File: src/rtl/sys_sum_acc.sv
// sys_sum_acc: sums DepthIn consecutive rows of NumOfNerves signed elements
// per channel, then streams the saturated sums out OutLanes elements per
// beat, highest nerve index first. A shadow buffer decouples accumulation
// from draining so a new group can build while the previous one is emitted.
//
// Ports:
//   clk        clock, all logic on posedge
//   res        synchronous active-high reset
//   in_valid   row presented
//   in_start   first row of a group
//   in_data    row elements, signed BitSize each
//   in_ready   row accepted when in_valid && in_ready
//   out_ready  downstream accepts current beat
//   out_valid  beat presented
//   out_start  first beat of a group
//   out_last   last beat of a group
//   out_data   OutLanes saturated sums
//   sat_flag   sticky, set once any presented element was clamped
module sys_sum_acc #(
  parameter int unsigned BitSize     = 8,
  parameter int unsigned AccSize     = 16,
  parameter int unsigned NumOfNerves = 4,
  parameter int unsigned DepthIn     = 2,
  parameter int unsigned OutLanes    = 1
) (
  input  logic                                clk,
  input  logic                                res,
  input  logic                                in_valid,
  input  logic                                in_start,
  input  logic [NumOfNerves-1:0][BitSize-1:0] in_data,
  output logic                                in_ready,
  input  logic                                out_ready,
  output logic                                out_valid,
  output logic                                out_start,
  output logic                                out_last,
  output logic [OutLanes-1:0][BitSize-1:0]    out_data,
  output logic                                sat_flag
);

  localparam int unsigned Beats   = NumOfNerves / OutLanes;
  localparam int unsigned BeatW   = (Beats > 1) ? $clog2(Beats) : 1;
  localparam int unsigned CntW    = $clog2(DepthIn + 1);
  localparam int unsigned NerveW  = (NumOfNerves > 1) ? $clog2(NumOfNerves) : 1;

  localparam logic [BeatW-1:0] LastBeat = BeatW'(Beats - 1);
  localparam logic [CntW-1:0]  FullCnt  = CntW'(DepthIn);

  // Clamp bounds in accumulator width; the minimum is the bitwise inverse of the maximum.
  localparam logic signed [AccSize-1:0] SatMax = AccSize'((64'(1) << (BitSize - 1)) - 64'(1));
  localparam logic signed [AccSize-1:0] SatMin = ~SatMax;

  typedef enum logic { ST_ACC,  ST_HOLD  } in_state_e;
  typedef enum logic { ST_IDLE, ST_DRAIN } out_state_e;

  in_state_e                  in_state_q,  in_state_d;
  out_state_e                 out_state_q, out_state_d;
  logic signed [AccSize-1:0]  acc_q    [NumOfNerves];
  logic signed [AccSize-1:0]  acc_d    [NumOfNerves];
  logic signed [AccSize-1:0]  shadow_q [NumOfNerves];
  logic signed [AccSize-1:0]  shadow_d [NumOfNerves];
  logic signed [AccSize-1:0]  row_sum  [NumOfNerves];
  logic [CntW-1:0]            cnt_q, cnt_d, cnt_new;
  logic [BeatW-1:0]           beat_q, beat_d;
  logic                       in_ready_q, in_ready_d;
  logic                       out_valid_q, out_valid_d;
  logic                       out_start_q, out_start_d;
  logic                       out_last_q, out_last_d;
  logic [OutLanes-1:0][BitSize-1:0] out_data_q, out_data_d;
  logic                       sat_q, sat_d;

  logic                       row_used;
  logic                       shadow_free;
  logic                       shadow_load;
  logic                       handshake;
  logic                       beat_sat;
  logic [NerveW-1:0]          nerve_idx;

  function automatic logic signed [AccSize-1:0] sext(input logic [BitSize-1:0] v);
    return AccSize'($signed(v));
  endfunction

  function automatic logic [BitSize-1:0] clamp(input logic signed [AccSize-1:0] v);
    if (v > SatMax) return SatMax[BitSize-1:0];
    if (v < SatMin) return SatMin[BitSize-1:0];
    return v[BitSize-1:0];
  endfunction

  function automatic logic is_sat(input logic signed [AccSize-1:0] v);
    return (v > SatMax) || (v < SatMin);
  endfunction

  // Next-state logic for both FSMs, accumulators, shadow and registered outputs.
  always_comb begin
    in_state_d  = in_state_q;
    out_state_d = out_state_q;
    acc_d       = acc_q;
    shadow_d    = shadow_q;
    row_sum     = acc_q;
    cnt_d       = cnt_q;
    cnt_new     = cnt_q;
    beat_d      = beat_q;
    row_used    = 1'b0;
    shadow_load = 1'b0;
    beat_sat    = 1'b0;
    nerve_idx   = '0;
    out_data_d  = '0;

    // The shadow can take new sums if idle or its final beat leaves this edge.
    shadow_free = !out_valid_q || (out_valid_q && out_ready && out_last_q);
    handshake   = out_valid_q && out_ready;

    unique case (in_state_q)
      ST_ACC: begin
        if (in_valid) begin
          if (in_start) begin
            row_used = 1'b1;
            cnt_new  = CntW'(1);
            for (int unsigned i = 0; i < NumOfNerves; i++) row_sum[i] = sext(in_data[i]);
          end else if (cnt_q != '0) begin
            row_used = 1'b1;
            cnt_new  = cnt_q + CntW'(1);
            for (int unsigned i = 0; i < NumOfNerves; i++) row_sum[i] = acc_q[i] + sext(in_data[i]);
          end
          // Start-less rows outside a group fall through untouched.
          if (row_used) begin
            acc_d = row_sum;
            cnt_d = cnt_new;
            if (cnt_new == FullCnt) begin
              if (shadow_free) begin
                shadow_d    = row_sum;
                shadow_load = 1'b1;
                cnt_d       = '0;
              end else begin
                in_state_d = ST_HOLD;
              end
            end
          end
        end
      end
      ST_HOLD: begin
        if (shadow_free) begin
          shadow_d    = acc_q;
          shadow_load = 1'b1;
          cnt_d       = '0;
          in_state_d  = ST_ACC;
        end
      end
      default: in_state_d = ST_ACC;
    endcase

    // A shadow load always wins; it can only coincide with the final handshake.
    if (shadow_load) begin
      out_state_d = ST_DRAIN;
      beat_d      = '0;
    end else if (handshake) begin
      if (beat_q == LastBeat) begin
        out_state_d = ST_IDLE;
        beat_d      = '0;
      end else begin
        beat_d = beat_q + BeatW'(1);
      end
    end

    in_ready_d  = (in_state_d == ST_ACC);
    out_valid_d = (out_state_d == ST_DRAIN);
    out_start_d = out_valid_d && (beat_d == '0);
    out_last_d  = out_valid_d && (beat_d == LastBeat);

    // Highest nerve first: lane j of beat b carries nerve N-1-(b*OutLanes+j).
    if (out_valid_d) begin
      for (int unsigned j = 0; j < OutLanes; j++) begin
        nerve_idx     = NerveW'(NumOfNerves - 1 - (32'(beat_d) * OutLanes + j));
        out_data_d[j] = clamp(shadow_d[nerve_idx]);
        beat_sat      = beat_sat | is_sat(shadow_d[nerve_idx]);
      end
    end
    sat_d = sat_q | beat_sat;
  end

  // State and output registers.
  always_ff @(posedge clk) begin
    if (res) begin
      in_state_q  <= ST_ACC;
      out_state_q <= ST_IDLE;
      for (int unsigned i = 0; i < NumOfNerves; i++) begin
        acc_q[i]    <= '0;
        shadow_q[i] <= '0;
      end
      cnt_q       <= '0;
      beat_q      <= '0;
      in_ready_q  <= 1'b1;
      out_valid_q <= 1'b0;
      out_start_q <= 1'b0;
      out_last_q  <= 1'b0;
      out_data_q  <= '0;
      sat_q       <= 1'b0;
    end else begin
      in_state_q  <= in_state_d;
      out_state_q <= out_state_d;
      for (int unsigned i = 0; i < NumOfNerves; i++) begin
        acc_q[i]    <= acc_d[i];
        shadow_q[i] <= shadow_d[i];
      end
      cnt_q       <= cnt_d;
      beat_q      <= beat_d;
      in_ready_q  <= in_ready_d;
      out_valid_q <= out_valid_d;
      out_start_q <= out_start_d;
      out_last_q  <= out_last_d;
      out_data_q  <= out_data_d;
      sat_q       <= sat_d;
    end
  end

  assign in_ready  = in_ready_q;
  assign out_valid = out_valid_q;
  assign out_start = out_start_q;
  assign out_last  = out_last_q;
  assign out_data  = out_data_q;
  assign sat_flag  = sat_q;

endmodule

File: config.mk
export PLATFORM = sky130hd
export DESIGN_NAME = sys_sum_acc
export DESIGN_NICKNAME = d
export VERILOG_FILES = /design/src/rtl/sys_sum_acc.sv
export SDC_FILE = /design/constraint.sdc
export NUM_CORES = 1
export LEC_CHECK = 0
export CORE_ASPECT_RATIO = 0.7
export CORE_MARGIN = 5
export CORE_UTILIZATION = 62
export CTS_BUF_LIST = sky130_fd_sc_hd__clkbuf_16
export DETAILED_ROUTE_END_ITERATION = 7
export PLACE_DENSITY = 0.82
export SYNTH_ARGS = -nofsm -noshare
export SYNTH_HDL_FRONTEND = slang
export SYNTH_SLANG_ARGS = --single-unit
File: constraint.sdc
create_clock -name clk -period 3.8 [get_ports clk]
set_input_delay 0.38 -clock clk [delete_from_list [all_inputs] [get_ports clk]]
set_output_delay 0.38 -clock clk [all_outputs]
set_load 0.01 [all_outputs]
==> metrics.txt, run 1 <==
FILL cells=1,428; complex-gate fraction of the synthesized area=34.8%; first-pass GRT wire length=58,000 µm; most frequent cells in the layout=nor2_1, nand2_1, dfxtp_1; initial drt markers=2,019; Diodes inserted=0; Post-synth EDFFs=0; Hold/Removal Path Class=in2reg; Multi-input gate area=0.00729 mm²; Yosys cell types=95; WP data required=4.12 ns; Place WS=0.00716 ns; Root Buffer=clkbuf_16; Post-Syn Area=0.0107 mm²; RSZ-0062 raised after global routing=no; DR DRC count=3; MaxCap Viol Count=0; Post-CTS Setup Inserts=0; sequential cell area=0.00292 mm²; Rows=40; #FFs+latches synth=146; Period Utilization, post-route=93.3%; setup violators final=0; GPL Wtd Cong=1.02; Syn Nets=1,519; latest clock arrival within the worst-skew pair=0.44 ns; power density over the cells=346 mW/mm²; post-synthesis area per instance=7.58 µm²; CTS buffer count=17; Setup Crit Path Kind=reg2reg; CP Max Fanout=9; Max transition margin=32.0%; Core ar.=0.0171 mm²; Vias/cell=6.94; area share of fa/ha/maj cells after synthesis=8.10%; Max Buffers Root-to-Sink=2; sequential fraction of the synthesis area=27.3%; Syn-to-layout area delta=14.0%; Slew Limit Fails=0; largest family of logic cells by synthesized area=compound AO/OA/AOI/OAI gates; initial antenna violation count=0; startpoint types=register; CP Capture Type=register; Ys Warns=0; commonest non-fill, non-tap cell in the layout=nor2_1; setup TNS=0 ns; asr flop ratio synth=0%; worst slew pin tran=1.02 ns; Post-CTS Resized=0; CTS tree=built; hold_buf cts=0; skew final=0.00742 ns; H-tree level count=4; largest net degree at the start of global routing=91; total wire length=37,300 µm; XOR/XNOR share of the synthesized area=1.96%; Port Buf Inserts=49; Nets=1,567; outcome=finished with violations; simple-gate share of the synthesized area=19.8%; setup slack after layout=0.254 ns; vias in the first global route=11,000; Main synth FF type=dfxtp_1; 1st-pass router iterations=8; Die H=120 µm; Worst VDD drop=225 µV; Sinks on Clock Net=146; DR vias=11,800; Detail Route Antenna Nets=0; global route overflow=0; Initial Utilization=62.8%; die width=167 µm; total track usage=35.8%; Worst-path clk slew=0.06 ns; failing checks=DRC; Tmin final=3.55 ns; WL per Instance=21.8 µm; share of cells above drive strength 1=10.0%; leakage=0.00477 µW; die area=0.0201 mm²; gate count after technology mapping=1,415; WP data arrival=3.87 ns; maximum clock rate=282 MHz; multiplexer share of the synthesized area=3.19%; final hold vios=0; io pins=50; DP Wirelength=26,100 µm
## worst paths after layout
kind	start	to	slack [ns]	depth (start not counted)
min	in_start	cnt_q[1]	0.42	4
max reg2reg	cnt_q[0]	out_data[3]	0.25	11
min reg2reg	sat_flag	sat_flag	0.49	2
max	cnt_q[0]	out_data[3]	0.25	11
## Yosys cell counts (11+ instances only)
| cell type | number | share of area, % |
|---|---|---|
| nor2_1 | 182 | 6.4 |
| nand2_1 | 159 | 5.6 |
| dfxtp_1 | 146 | 27 |
| a21oi_1 | 139 | 6.5 |
| o21ai_0 | 73 | 3.4 |
| ha_1 | 63 | 7.4 |
| clkbuf_1 | 61 | 2.1 |
| a22oi_1 | 34 | 2.4 |
| inv_1 | 33 | 1.2 |
| o22ai_1 | 31 | 1.8 |
| o21a_1 | 30 | 2.1 |
| a211oi_1 | 28 | 2.0 |
| o211ai_1 | 27 | 1.9 |
| a21o_1 | 24 | 1.7 |
| mux2i_1 | 24 | 2.2 |
| nor3_1 | 23 | 1.1 |
| nand3_1 | 21 | 0.98 |
| xor2_1 | 16 | 1.3 |
| nor2b_1 | 15 | 0.88 |
| a221oi_1 | 14 | 1.1 |
| and3_1 | 13 | 0.76 |
| or3_1 | 12 | 0.70 |
| a31oi_1 | 11 | 0.64 |
## sequential cells by signal, indices dropped and copies added, names as in the netlist
name	flops
out_last	1
acc_q	64
out_valid	1
shadow_q	64
out_start	1
out_data	8
in_state_q	1
in_ready	1
cnt_q	2
sat_flag	1
beat_q	2
## report_power, final
| part | switching [µW] | leakage, µW | internal (µW) |
|---|---|---|---|
| registers | 60.0 | 0.00119 | 1580 |
| logic | 543 | 0.00330 | 359 |
| clock network | 710 | 0.000277 | 971 |
| total | 1310 | 0.00477 | 2910 |
## kinds of logic (layout without fill, tap and decap cells)
kind of cell | after synthesis | after routing
flip-flops | 146 | 146
multiplexers | 33 | 33
AO/OA/AOI/OAI | 544 | 544
buffers and inverters | 124 | 185
AND/OR/NAND/NOR | 477 | 477
XOR/XNOR | 24 | 24
adder cells (fa/ha/maj) | 67 | 67
## metrics by stage
stage | std cells | total power, µW | instance area [µm²] | hold slack, ns | util (%)
2_1_floorplan | 1415 | 2270 | 10700 | 0.449 | -
3_3_place_gp | 1675 | 2520 | 11600 | 0.472 | 68.2
3_5_place_dp | 1675 | 2540 | 11600 | 0.474 | 68.2
4_1_cts | 1707 | 4200 | 12200 | 0.409 | 71.6
5_1_grt | 1707 | 4380 | 12200 | 0.419 | 71.6
6_report | 1707 | 4220 | 12200 | 0.425 | 71.6
## area by class of cell
| cell class | instances | area share, % |
|---|---|---|
| multi-input cells | 1145 | 59.7 |
| flip-flops and latches | 146 | 23.9 |
| repair buffers | 118 | 8.19 |
| clock buffers | 17 | 3.48 |
| well taps | 231 | 2.36 |
| clock inverters | 15 | 1.30 |
| inverters | 35 | 1.07 |
## worst max-delay path, stage by stage (launching register included)
cell	delay (ns)
dfxtp_1	0.33
inv_1	0.06
ha_1	0.24
nor3b_2	0.30
nand2_1	0.15
nor2_2	0.47
nand2_1	0.52
o211ai_1	0.34
o211ai_1	0.15
a41oi_1	0.55
nand2b_4	0.26
a21oi_1	0.05
## metal layers
metal / global-route usage, % / part of all wire [%]
met5: 0 / 0
met2: 53.7 / 42
met3: 10.1 / 14
met1: 49.0 / 40
met4: 13.8 / 4.2
No activity file was read; power rests on OpenSTA's default activity.
==> run 2: changes to the inputs <==
CAP_MARGIN = 5   (was default)
==> results of run 2 <==
The final DEF is identical to that of run 1; final timing and power are the same.
